--- src/rtl/eth_f_hw_avmm_pkg.sv ---
// Shared types for the HW-client AVMM request fanout.
// FSM states, request op codes and default select geometry.
package eth_f_hw_avmm_pkg;

  localparam int DEF_ADDR_WIDTH = 16;
  localparam int DEF_SEL_LSB    = 12;
  localparam int SEL_W          = DEF_ADDR_WIDTH - DEF_SEL_LSB;

  typedef enum logic [1:0] {
    ST_IDLE,
    ST_ISSUE,
    ST_WAIT_RD,
    ST_WR_WAIT
  } state_e;

  typedef enum logic {
    OP_RD,
    OP_WR
  } op_e;

endpackage

--- src/rtl/eth_f_hw_avmm_addr_decode.sv ---
// Client index decode from the upper host address bits.
// Produces the raw index, a one-hot client vector and a mapped flag.
module eth_f_hw_avmm_addr_decode
  import eth_f_hw_avmm_pkg::*;
#(
  parameter int ADDR_WIDTH  = DEF_ADDR_WIDTH,
  parameter int SEL_LSB     = DEF_SEL_LSB,
  parameter int NUM_CLIENTS = 2,
  localparam int SelW       = ADDR_WIDTH - SEL_LSB
) (
  input  logic [ADDR_WIDTH-1:0]  address,
  output logic [SelW-1:0]        sel,
  output logic [NUM_CLIENTS-1:0] onehot,
  output logic                   mapped
);

  logic unused_lo;

  assign sel       = address[ADDR_WIDTH-1:SEL_LSB];
  assign mapped    = 32'(sel) < 32'(NUM_CLIENTS);
  assign unused_lo = ^address[SEL_LSB-1:0];

  always_comb begin
    onehot = '0;
    for (int i = 0; i < NUM_CLIENTS; i++) begin
      onehot[i] = (32'(sel) == 32'(i));
    end
  end

endmodule

--- src/rtl/eth_f_hw_avmm_req_fanout.sv ---
// Host AVMM request stage: one transaction at a time, strobes to one client.
// Optional decode-error counters under ETH_F_HW_AVMM_DECERR_EN.
module eth_f_hw_avmm_req_fanout
  import eth_f_hw_avmm_pkg::*;
#(
  parameter int ADDR_WIDTH  = 16,
  parameter int DAT_WIDTH   = 32,
  parameter int NUM_CLIENTS = 2,
  parameter int SEL_LSB     = 12,
  parameter int WR_HOLD     = 2
) (
  input  logic                   clk,
  input  logic                   arst,
  input  logic [ADDR_WIDTH-1:0]  host_address,
  input  logic                   host_read,
  input  logic                   host_write,
  input  logic [DAT_WIDTH-1:0]   host_writedata,
  output logic                   host_waitrequest,
  output logic [ADDR_WIDTH-1:0]  client_address,
  output logic [DAT_WIDTH-1:0]   client_writedata,
  output logic [NUM_CLIENTS-1:0] client_read,
  output logic [NUM_CLIENTS-1:0] client_write,
  output logic                   rdcomb_read,
  input  logic                   rdcomb_waitrequest
`ifdef ETH_F_HW_AVMM_DECERR_EN
  ,
  output logic [15:0]            decerr_count,
  output logic [ADDR_WIDTH-1:0]  decerr_addr
`endif
);

  localparam int SelW  = ADDR_WIDTH - SEL_LSB;
  localparam int HoldW = $clog2(WR_HOLD + 1);
  localparam logic [HoldW-1:0] HoldLoad = HoldW'(WR_HOLD - 1);

  state_e                 state_q, state_d;
  op_e                    op_q, op_d;
  logic [NUM_CLIENTS-1:0] onehot_q, onehot_d;
  logic [ADDR_WIDTH-1:0]  addr_q, addr_d;
  logic [DAT_WIDTH-1:0]   wdata_q, wdata_d;
  logic [HoldW-1:0]       hold_q, hold_d;
  logic                   first_q, first_d;

  logic [SelW-1:0]        sel_unused;
  logic [NUM_CLIENTS-1:0] dec_onehot;
  logic                   dec_mapped;
  logic                   accept;

  eth_f_hw_avmm_addr_decode #(
    .ADDR_WIDTH (ADDR_WIDTH),
    .SEL_LSB    (SEL_LSB),
    .NUM_CLIENTS(NUM_CLIENTS)
  ) u_dec (
    .address(host_address),
    .sel    (sel_unused),
    .onehot (dec_onehot),
    .mapped (dec_mapped)
  );

  assign accept = (state_q == ST_IDLE)
                & (host_read | host_write);

  always_comb begin
    state_d      = state_q;
    op_d         = op_q;
    onehot_d     = onehot_q;
    addr_d       = addr_q;
    wdata_d      = wdata_q;
    hold_d       = hold_q;
    first_d      = first_q;
    client_read  = '0;
    client_write = '0;
    rdcomb_read  = 1'b0;
    unique case (state_q)
      ST_IDLE: begin
        if (accept) begin
          // read wins when both requests arrive together
          op_d     = host_read ? OP_RD : OP_WR;
          addr_d   = host_address;
          wdata_d  = host_writedata;
          onehot_d = dec_onehot;
          state_d  = ST_ISSUE;
        end
      end
      ST_ISSUE: begin
        if (op_q == OP_RD) begin
          client_read = onehot_q;
          rdcomb_read = 1'b1;
          first_d     = 1'b1;
          state_d     = ST_WAIT_RD;
        end else begin
          client_write = onehot_q;
          hold_d       = HoldLoad;
          state_d      = ST_WR_WAIT;
        end
      end
      ST_WAIT_RD: begin
        // combiner flag is not valid yet on the first cycle
        if (first_q) begin
          first_d = 1'b0;
        end else if (!rdcomb_waitrequest) begin
          state_d = ST_IDLE;
        end
      end
      ST_WR_WAIT: begin
        if (hold_q == '0) begin
          state_d = ST_IDLE;
        end else begin
          hold_d = hold_q - HoldW'(1);
        end
      end
      default: state_d = ST_IDLE;
    endcase
  end

  always_ff @(posedge clk or posedge arst) begin
    if (arst) begin
      state_q  <= ST_IDLE;
      op_q     <= OP_RD;
      onehot_q <= '0;
      addr_q   <= '0;
      wdata_q  <= '0;
      hold_q   <= '0;
      first_q  <= 1'b0;
    end else begin
      state_q  <= state_d;
      op_q     <= op_d;
      onehot_q <= onehot_d;
      addr_q   <= addr_d;
      wdata_q  <= wdata_d;
      hold_q   <= hold_d;
      first_q  <= first_d;
    end
  end

  assign host_waitrequest = (state_q != ST_IDLE);
  assign client_address   = addr_q;
  assign client_writedata = wdata_q;

`ifdef ETH_F_HW_AVMM_DECERR_EN
  logic [15:0]           derr_cnt_q, derr_cnt_d;
  logic [ADDR_WIDTH-1:0] derr_addr_q, derr_addr_d;

  always_comb begin
    derr_cnt_d  = derr_cnt_q;
    derr_addr_d = derr_addr_q;
    if (accept && !dec_mapped) begin
      derr_addr_d = host_address;
      if (derr_cnt_q != 16'hFFFF) begin
        derr_cnt_d = derr_cnt_q + 16'd1;
      end
    end
  end

  always_ff @(posedge clk or posedge arst) begin
    if (arst) begin
      derr_cnt_q  <= '0;
      derr_addr_q <= '0;
    end else begin
      derr_cnt_q  <= derr_cnt_d;
      derr_addr_q <= derr_addr_d;
    end
  end

  assign decerr_count = derr_cnt_q;
  assign decerr_addr  = derr_addr_q;
`else
  logic unused_mapped;
  assign unused_mapped = dec_mapped;
`endif

endmodule

--- config.mk ---
export PLATFORM = sky130hd
export DESIGN_NAME = eth_f_hw_avmm_req_fanout
export DESIGN_NICKNAME = d
export VERILOG_FILES = /design/src/rtl/eth_f_hw_avmm_pkg.sv /design/src/rtl/eth_f_hw_avmm_addr_decode.sv /design/src/rtl/eth_f_hw_avmm_req_fanout.sv
export SDC_FILE = /design/constraint.sdc
export NUM_CORES = 1
export LEC_CHECK = 0
export ABC_AREA = 1
export CAP_MARGIN = 30
export CORE_MARGIN = 1
export CORE_UTILIZATION = 29
export CTS_BUF_LIST = sky130_fd_sc_hd__clkbuf_8
export CTS_CLUSTER_DIAMETER = 60
export DETAILED_ROUTE_END_ITERATION = 12
export GPL_TIMING_DRIVEN = 0
export PLACE_DENSITY_LB_ADDON = 0.2
export SKIP_CTS_REPAIR_TIMING = 1
export SYNTH_ARGS = -nofsm -noshare
export SYNTH_HDL_FRONTEND = slang
export SYNTH_SLANG_ARGS = --single-unit
--- constraint.sdc ---
create_clock -name clk -period 1.8 [get_ports clk]
set_clock_uncertainty 0.05 [all_clocks]
set_input_delay 0.27 -clock clk [delete_from_list [all_inputs] [get_ports clk]]
set_output_delay 0.27 -clock clk [all_outputs]
set_load 0.005 [all_outputs]
==> results of run 1 <==
per-stage QoR:
step | setup TNS (ns) | hold WS [ns] | total power (uW)
floorplan | 0 | 0.313 | 3660
global placement | -61.07 | 0.414 | 5160
detailed placement | 0 | 0.417 | 5200
CTS | -0.772 | 0.266 | 5940
global route | 0 | 0.304 | 6430
finish | 0 | 0.258 | 5870
kinds of logic after synthesis:
group           after synthesis
compound gates               54
buf+inv                      72
simple gates                 78
fa+ha+maj                     1
flops                        56
layout make-up:
| type | instances | area, sq um | area share |
|---|---|---|---|
| plain buffers | 11 | 118 | 0.0308 |
| inverters | 61 | 229 | 0.0599 |
| clock inverters | 2 | 7.51 | 0.00197 |
| multi-input cells | 133 | 746 | 0.195 |
| clock buffers | 6 | 82.6 | 0.0216 |
| repair buffers | 108 | 1100 | 0.289 |
| flip-flops and latches | 56 | 1400 | 0.367 |
| well taps | 105 | 131 | 0.0344 |
worst reg2reg max path: stages (launching register included):
cell	delay, ns
dfrtp_2	0.48
nor2_4	0.15
o21ai_2	0.08
buf_6	0.15
buf_6	0.14
nand2_1	0.06
o21ai_1	0.06
power by group through the flow:
stage / combinational (uW) / clock, uW / sequential (uW)
floorplan: 1430 / 0 / 2230
global placement: 2960 / 0 / 2200
detailed placement: 3000 / 0 / 2200
CTS: 3010 / 738 / 2190
global route: 3350 / 799 / 2270
finish: 2970 / 701 / 2200
routing by layer:
metal	up-vias	track usage	wire length (um)
li1	1011	-	-
met1	918	0.183	2500
met2	66	0.223	2620
met3	6	0.0494	456
met4	0	0.0385	62
met5	-	0	0
sequential cells by signal, indices dropped and copies added, names as in the netlist:
register	cells
op_q	1
first_q	1
state_q	2
onehot_q	2
client_writedata	32
hold_q	2
client_address	16
final timing paths:
check,startpoint,endpoint,slack (ns),cells past startpoint
hold reg to reg,client_address[11],client_address[11],0.44,2
hold / removal,arst,client_writedata[19],0.26,2
max in group asynchronous,arst,client_address[14],0.88,3
setup / recovery,state_q[1],client_write[1],0.25,4
setup reg to reg,state_q[0],client_writedata[25],0.52,6
min in group clk,client_address[11],client_address[11],0.44,2
cells in the final DEF, fill, tap and decap left out, drive strengths merged, types with 2 or more instances in the layout:
cell type,count
a21oi,2
buf,13
clkbuf,6
clkdlybuf4s50,100
dfrtp,56
dlymetal6s2s,6
inv,63
nand2,59
nand3,3
nor2,13
nor3,2
o21ai,51
==> results.toml, run 1 <==
[cts]
clk_latency_ns = 0.30
clkTransAtPathRegs_ns = 0.10
cts-root-buf = "clkbuf_8"
cts_tree = "built"
cts.path.max_buffers = 2
clock-sinks = 56
htreeDepth = 2
numCtsBuffers = 5

[power]
pwr-share-seq = 0.375
p_clk_frac = 0.119
p_sw_uw = 2020
irDropWorstVdd_mv = 0.656
p_leak_uw = 0.00194
combPwrFrac = 0.506
switching_share = 0.343
power.density_mw_per_mm2 = 1540
internal_power_uw = 3860

[synthesis]
ys.flop_type = "dfrtp_1"
synth.mux.area_fraction = 0
synthTopCellsByCount = "inv_1, nand2_1, dfrtp_1, o21ai_2, o21ai_1"
yosysTopAreaCell = "dfrtp_1"
syn_nets = 315
synthXorXnorAreaFrac = 0
synthArstFlopShare = 1.00
syn_inst = 261
synthSimpleGateAreaFrac = 0.123
syn_area_per_cell_sq_um = 9.46
synthAdderAreaFrac = 0.00507
synth_area_sq_mm = 0.00247
ys_top_cells_by_area = "dfrtp_1, o21ai_2, inv_1"
synth_top_family_by_area = "compound AO/OA/AOI/OAI gates"
synth-compound-area-share = 0.164
synth_edf_count = 0
ys_warn_count = 0
synth-seq-area-share = 0.568
synth_top_area_share = 0.568
synth_most_common_cell = "inv_1"
ys_types = 16
yosys_register_bits = 56

[timing]
finalSetupViolCount = 0
maxSlewHeadroom = 0.656
hold_viol_final = 0
maxSlewViolCount = 0
rsz0062_at_grt = "false"
max_freq_mhz = 647
worst_slew_pin_slew_ns = 0.515
fin_crit_sh = 0.859
fin_crit_ns = 1.55
postLayoutSetupSlackWorst_ns = 0.254

[placement]
place_ws_ns = 0.169
port_buffers = 106
dpl.cell_count = 473
hpwl_mm = 4.09
place_area_sq_mm = 0.00368
gp_congestion = 0.708

[worst_setup_path]
crit_path_cell_trace = "inv_2 -> nand3_2 -> nor2_1 -> dlymetal6s2s_1"
critPathLaunchType = "flop"
crit_required_ns = 1.48
crit_family = "flip-flops"
slowest_stage = "dfrtp_1"
cp_max_fo = 4
cpPeakStageDelay_ns = 0.44
critical_path_class = "flop to output pin"
crit_path_end_kind = "output pin"
critical_path_buf_inv_count = 2
arrival_ns = 1.23

[cells_and_area]
syn_to_final_growth_pct = 54.7
stdcell_count = 482
fin_nets = 430
n_fill_cell = 816
final_area_sq_mm = 0.00382
n_antenna_cell = 0
fin_util = 0.465
layout-drive-gt1-share = 0.162

[hold_path]
hold_class = "primary input to asynchronous set/reset pin"

[die]
core-area_sq_mm = 0.00822
fp.dieH_um = 94.3
die_area_sq_mm = 0.00889
io_pins = 107
rows = 33
initial_core_util = 0.300
die-width_um = 94.3

[detailed_routing]
wire_per_inst_um = 11.7
num_vias = 2001
firstDrtPassIters = 4
viasPerCell = 4.15
drtAntennaViolNets = 0
drc_errors = 0
drtIter0Drc = 74
routed_wl_mm = 5.64

[global_routing]
antenna_found_initial = 0
grt_max_degree = 35
grt.total_usage = 0.142
grt_pass1_wl_mm = 9.79
grt_pass1_vias = 2058
grt_overflow_total = 0

[run_status]
status = "finished clean"

[flow_run]
max_cap_violations = 0
No activity file was read; power rests on OpenSTA's default activity.
==> run 2, diff against run 1 <==
--- a/config.mk
+++ b/config.mk
@@ -14,7 +14,6 @@
 export DETAILED_ROUTE_END_ITERATION = 12
 export GPL_TIMING_DRIVEN = 0
 export PLACE_DENSITY_LB_ADDON = 0.2
-export SKIP_CTS_REPAIR_TIMING = 1
 export SYNTH_ARGS = -nofsm -noshare
 export SYNTH_HDL_FRONTEND = slang
 export SYNTH_SLANG_ARGS = --single-unit
==> run 2 against run 1 <==
Routed wire length increased by 0.37%. Combinational power increased by 1%. Non-clock buffer count increased by 2. Sequential share of layout area about the same. Register-to-register slack got worse by 0.02 ns. Highest routed layer unchanged.
==> results.toml, run 2 (same netlist as run 1, synthesis figures left out) <==
[timing]
hold_viol_final = 0
tns_ns = 0
rsz0062_at_grt = "false"
maxSlewHeadroom = 0.656
postLayoutSetupSlackWorst_ns = 0.124
holdWs_ns = 0.255
max_freq_mhz = 597
worst_slew_pin_slew_ns = 0.515
maxSlewViolCount = 0
fin_crit_sh = 0.931
fin_crit_ns = 1.68
finalSetupViolCount = 0

[cts]
clk_latency_ns = 0.30
cts-root-buf = "clkbuf_8"
clock-sinks = 56
numCtsBuffers = 5
postCtsHoldBufs = 0
cts.path.max_buffers = 2
cts_tree = "built"
htreeDepth = 2
clkTransAtPathRegs_ns = 0.10

[cells_and_area]
n_fill_cell = 819
n_antenna_cell = 0
largest_reg_flops = 32
mostFrequentLayoutCell = "clkdlybuf4s50_1"
fin_nets = 432
final_cell_mix = "clkdlybuf4s50_1, inv_1, nand2_1, dfrtp_1, o21ai_2"
layout-drive-gt1-share = 0.166
syn_to_final_growth_pct = 54.5

[worst_setup_path]
cp_max_fo = 4
arrival_ns = 1.36
crit_required_ns = 1.48
crit_path_end_kind = "output pin"
critical_path_class = "flop to output pin"
critPathLaunchType = "flop"

[power]
p_clk_frac = 0.119
pwr-share-seq = 0.371
combPwrFrac = 0.510
power_uw = 5910
p_sw_uw = 2030
switching_share = 0.343
irDropWorstVdd_mv = 0.656
internal_power_uw = 3880
p_leak_uw = 0.00188
power.density_mw_per_mm2 = 1550

[run_status]
status = "finished clean"

[placement]
gp_congestion = 0.708
hpwl_mm = 4.09
place_ws_ns = 0.169
port_buffers = 106

[die]
io_pins = 107
core-area_sq_mm = 0.00822
fp.dieH_um = 94.3
initial_core_util = 0.300
rows = 33
die_area_sq_mm = 0.00889
die-width_um = 94.3

[global_routing]
grt.total_usage = 0.143
grt_max_degree = 35
grt_pass1_wl_mm = 9.86
grt_pass1_vias = 2089
antenna_found_initial = 0
grt_overflow_total = 0

[detailed_routing]
drtAntennaViolNets = 0
num_vias = 2017
firstDrtPassIters = 4
drtIter0Drc = 77
wire_per_inst_um = 11.7
routed_wl_mm = 5.67
viasPerCell = 4.17
drc_errors = 0

[hold_path]
hold_class = "primary input to asynchronous set/reset pin"

[flow_run]
max_cap_violations = 0
## run 2: cell count changes in the layout (fill, tap and decap cells not counted), sizes merged
cell	change
buf	+2
clkdlybuf4s15	+1
dlymetal6s2s	-5
dlygate4sd2	+4
## run 2: worst max-delay path: stages, from the launching register on
cell and delay (ns):
dfrtp_1 0.40, inv_2 0.11, buf_4 0.12, nand3_2 0.08
nor2_1 0.09, dlygate4sd2_1 0.25
## run 2: repair_timing
action,in CTS,in global routing
hold endpoints to repair,0,0
buffers inserted,2,1
cloned,0,0
resized for setup,10,4
setup endpoints to repair,6,1
## run 2: cell type report
class	count	area [sq um]	share of cell area
inverter	61	229	0.0600
sequential	56	1400	0.368
clock buffer	6	82.6	0.0216
clock inverter	2	7.51	0.00197
multi-input combinational	133	743	0.195
timing repair buffer	110	1100	0.289
buffer	11	118	0.0308
tap	105	131	0.0344
## run 2: worst paths after layout
path                       slack, ns               start                   end  cells past startpoint
setup / recovery                0.12          state_q[1]       client_write[0]                      5
hold / removal                  0.25                arst  client_writedata[19]                      2
setup reg to reg                0.50          state_q[1]  client_writedata[25]                      7
hold reg to reg                 0.44  client_address[11]    client_address[11]                      2
max in group asynchronous       0.89                arst    client_address[14]                      3
min in group clk                0.44  client_address[11]    client_address[11]                      2
## run 2: power by group through the flow
stage	Combinational (uW)	Clock (uW)	Sequential [uW]
2_1_floorplan	1430	0	2230
3_3_place_gp	2960	0	2200
3_5_place_dp	3000	0	2200
4_1_cts	3060	738	2190
5_1_grt	3390	799	2270
6_report	3010	704	2190
## run 2: stage by stage
step                area [sq um]  utilization  cells
detailed placement          3680        0.448    473
floorplan                   2470            -    261
global placement            3660        0.446    472
global route                3810        0.464    484
CTS                         3800        0.462    483
finish                      3810        0.464    484
## run 2: per-layer routing
layer / wire length [um] / global-route usage / vias to the layer above
met5: 0 / 0 / -
met4: 60 / 0.0385 / 0
met3: 489 / 0.0494 / 7
met2: 2620 / 0.226 / 67
met1: 2490 / 0.183 / 929
li1: - / - / 1014
==> run 3, diff against run 2 <==
--- a/config.mk
+++ b/config.mk
@@ -12,8 +12,10 @@
 export CTS_BUF_LIST = sky130_fd_sc_hd__clkbuf_8
 export CTS_CLUSTER_DIAMETER = 60
 export DETAILED_ROUTE_END_ITERATION = 12
+export GPL_ROUTABILITY_DRIVEN = 1
 export GPL_TIMING_DRIVEN = 0
 export PLACE_DENSITY_LB_ADDON = 0.2
+export REMOVE_ABC_BUFFERS = 1
 export SYNTH_ARGS = -nofsm -noshare
 export SYNTH_HDL_FRONTEND = slang
 export SYNTH_SLANG_ARGS = --single-unit
==> run 3 against run 2 <==
Maximum frequency down 0.67%. Sequential power about the same. Utilization up 0.11 points. Cell area up 0.23%. Routed wire length down 6.5%. Die area unchanged. Critical path depth up 1. Sequential share of layout area down 0.084 points. Critical endpoint is now client_writedata[13].
==> results.toml, run 3 (same netlist as run 1, synthesis figures left out) <==
[cells_and_area]
n_fill_cell = 790
layout-drive-gt1-share = 0.158
fin_nets = 427
syn_to_final_growth_pct = 54.9
final_area_sq_mm = 0.00382
largest_reg_flops = 32
final_cell_mix = "clkdlybuf4s50_1, inv_1, nand2_1, dfrtp_1, o21ai_2"
n_antenna_cell = 0
mostFrequentLayoutCell = "clkdlybuf4s50_1"

[worst_setup_path]
cp_max_fo = 36
r2r-start = "state_q[1]"
arrival_ns = 1.88
crit_required_ns = 1.99
crit_path_end_kind = "flop"
critical_path_class = "primary input to flop"
critPathLaunchType = "primary input"
crit_start = "host_write"

[detailed_routing]
routed_wl_mm = 5.30
num_vias = 1961
viasPerCell = 4.09
drtIter0Drc = 78
wire_per_inst_um = 11.1
drtAntennaViolNets = 0
firstDrtPassIters = 4
drc_errors = 0

[die]
initial_core_util = 0.300
die_area_sq_mm = 0.00889
io_pins = 107
fp.dieH_um = 94.3
die-width_um = 94.3
rows = 33
core-area_sq_mm = 0.00822

[power]
irDropWorstVdd_mv = 0.580
p_leak_uw = 0.00188
power_uw = 5990
power.density_mw_per_mm2 = 1570

[timing]
hold_viol_final = 0
finalSetupViolCount = 0
holdWs_ns = 0.279
fin_crit_sh = 0.937
maxSlewViolCount = 0
maxSlewHeadroom = 0.599
rsz0062_at_grt = "false"
max_freq_mhz = 593
fin_crit_ns = 1.69
worst_slew_pin_slew_ns = 0.601

[placement]
gp_congestion = 0.759
port_buffers = 106
hpwl_mm = 3.76
place_area_sq_mm = 0.00365

[hold_path]
hold_class = "primary input to asynchronous set/reset pin"

[global_routing]
antenna_found_initial = 0
grt.total_usage = 0.128
grt_pass1_wl_mm = 8.91
grt_max_degree = 37
grt_pass1_vias = 1884
grt_overflow_total = 0

[cts]
cts-root-buf = "clkbuf_8"
numCtsBuffers = 5
clock-sinks = 56
clkTransAtPathRegs_ns = 0.10
htreeDepth = 2
cts_tree = "built"
clk_latency_ns = 0.30
postCtsHoldBufs = 0
cts.path.max_buffers = 2

[flow_run]
max_cap_violations = 0

[run_status]
status = "finished clean"
## run 3: metrics by stage
step	worst slack, ns	setup TNS, ns	std cells	util
after floorplan	-1.43	-70.76	250	-
after detailed placement	-0.358	-8.18	465	0.444
final	0.113	0	479	0.465
after global placement	-2.84	-204.09	461	0.431
after global routing	0.0205	0	479	0.465
after CTS	0.00549	0	478	0.463
## run 3: where the power goes
part	total [uW]	switching, uW	leakage [uW]	internal (uW)
registers	2180	319	0.000691	1860
clock network	815	407	0.0000593	408
logic	3000	1290	0.00114	1710
total	5990	2020	0.00188	3970
## run 3: layer usage
layer,share of wire,up-vias,global-route usage
li1,-,1004,-
met1,0.43,883,0.159
met2,0.45,68,0.193
met3,0.11,6,0.0655
met4,0.0091,0,0.0385
met5,0,-,0
## run 3: critical path: stages
cell and delay, ns:
clkdlybuf4s50_1 0.53, o21ai_4 0.46, buf_16 0.23, buf_12 0.21, nand2_1 0.09, o21ai_2 0.06
## run 3: area by class of cell
type | count | area [sq um] | share of cell area
timing repair buffer | 115 | 1190 | 0.312
clock inverter | 3 | 38.8 | 0.0101
multi-input combinational | 134 | 759 | 0.199
clock buffer | 5 | 68.8 | 0.0180
sequential | 56 | 1400 | 0.367
inverter | 61 | 229 | 0.0599
tap | 105 | 131 | 0.0344
## run 3: path summary, 6_finish.rpt
check | end | slack [ns] | cells after the start
worst max-delay path | client_writedata[13] | 0.11 | 6
worst min-delay path | client_writedata[11] | 0.28 | 2
worst max register to register | client_writedata[13] | 0.16 | 8
worst min register to register | client_writedata[20] | 0.44 | 2
max in group asynchronous | state_q[0] | 0.83 | 3
min in group clk | client_writedata[20] | 0.44 | 2
## run 3: repair_timing
item                                    4_1_cts  5_1_grt
cloned                                        1        0
endpoints found under the setup margin        9        6
pin swaps                                     2        1
resized for setup                             9        4
buffers inserted                              4        1
endpoints found under the hold margin         0        0
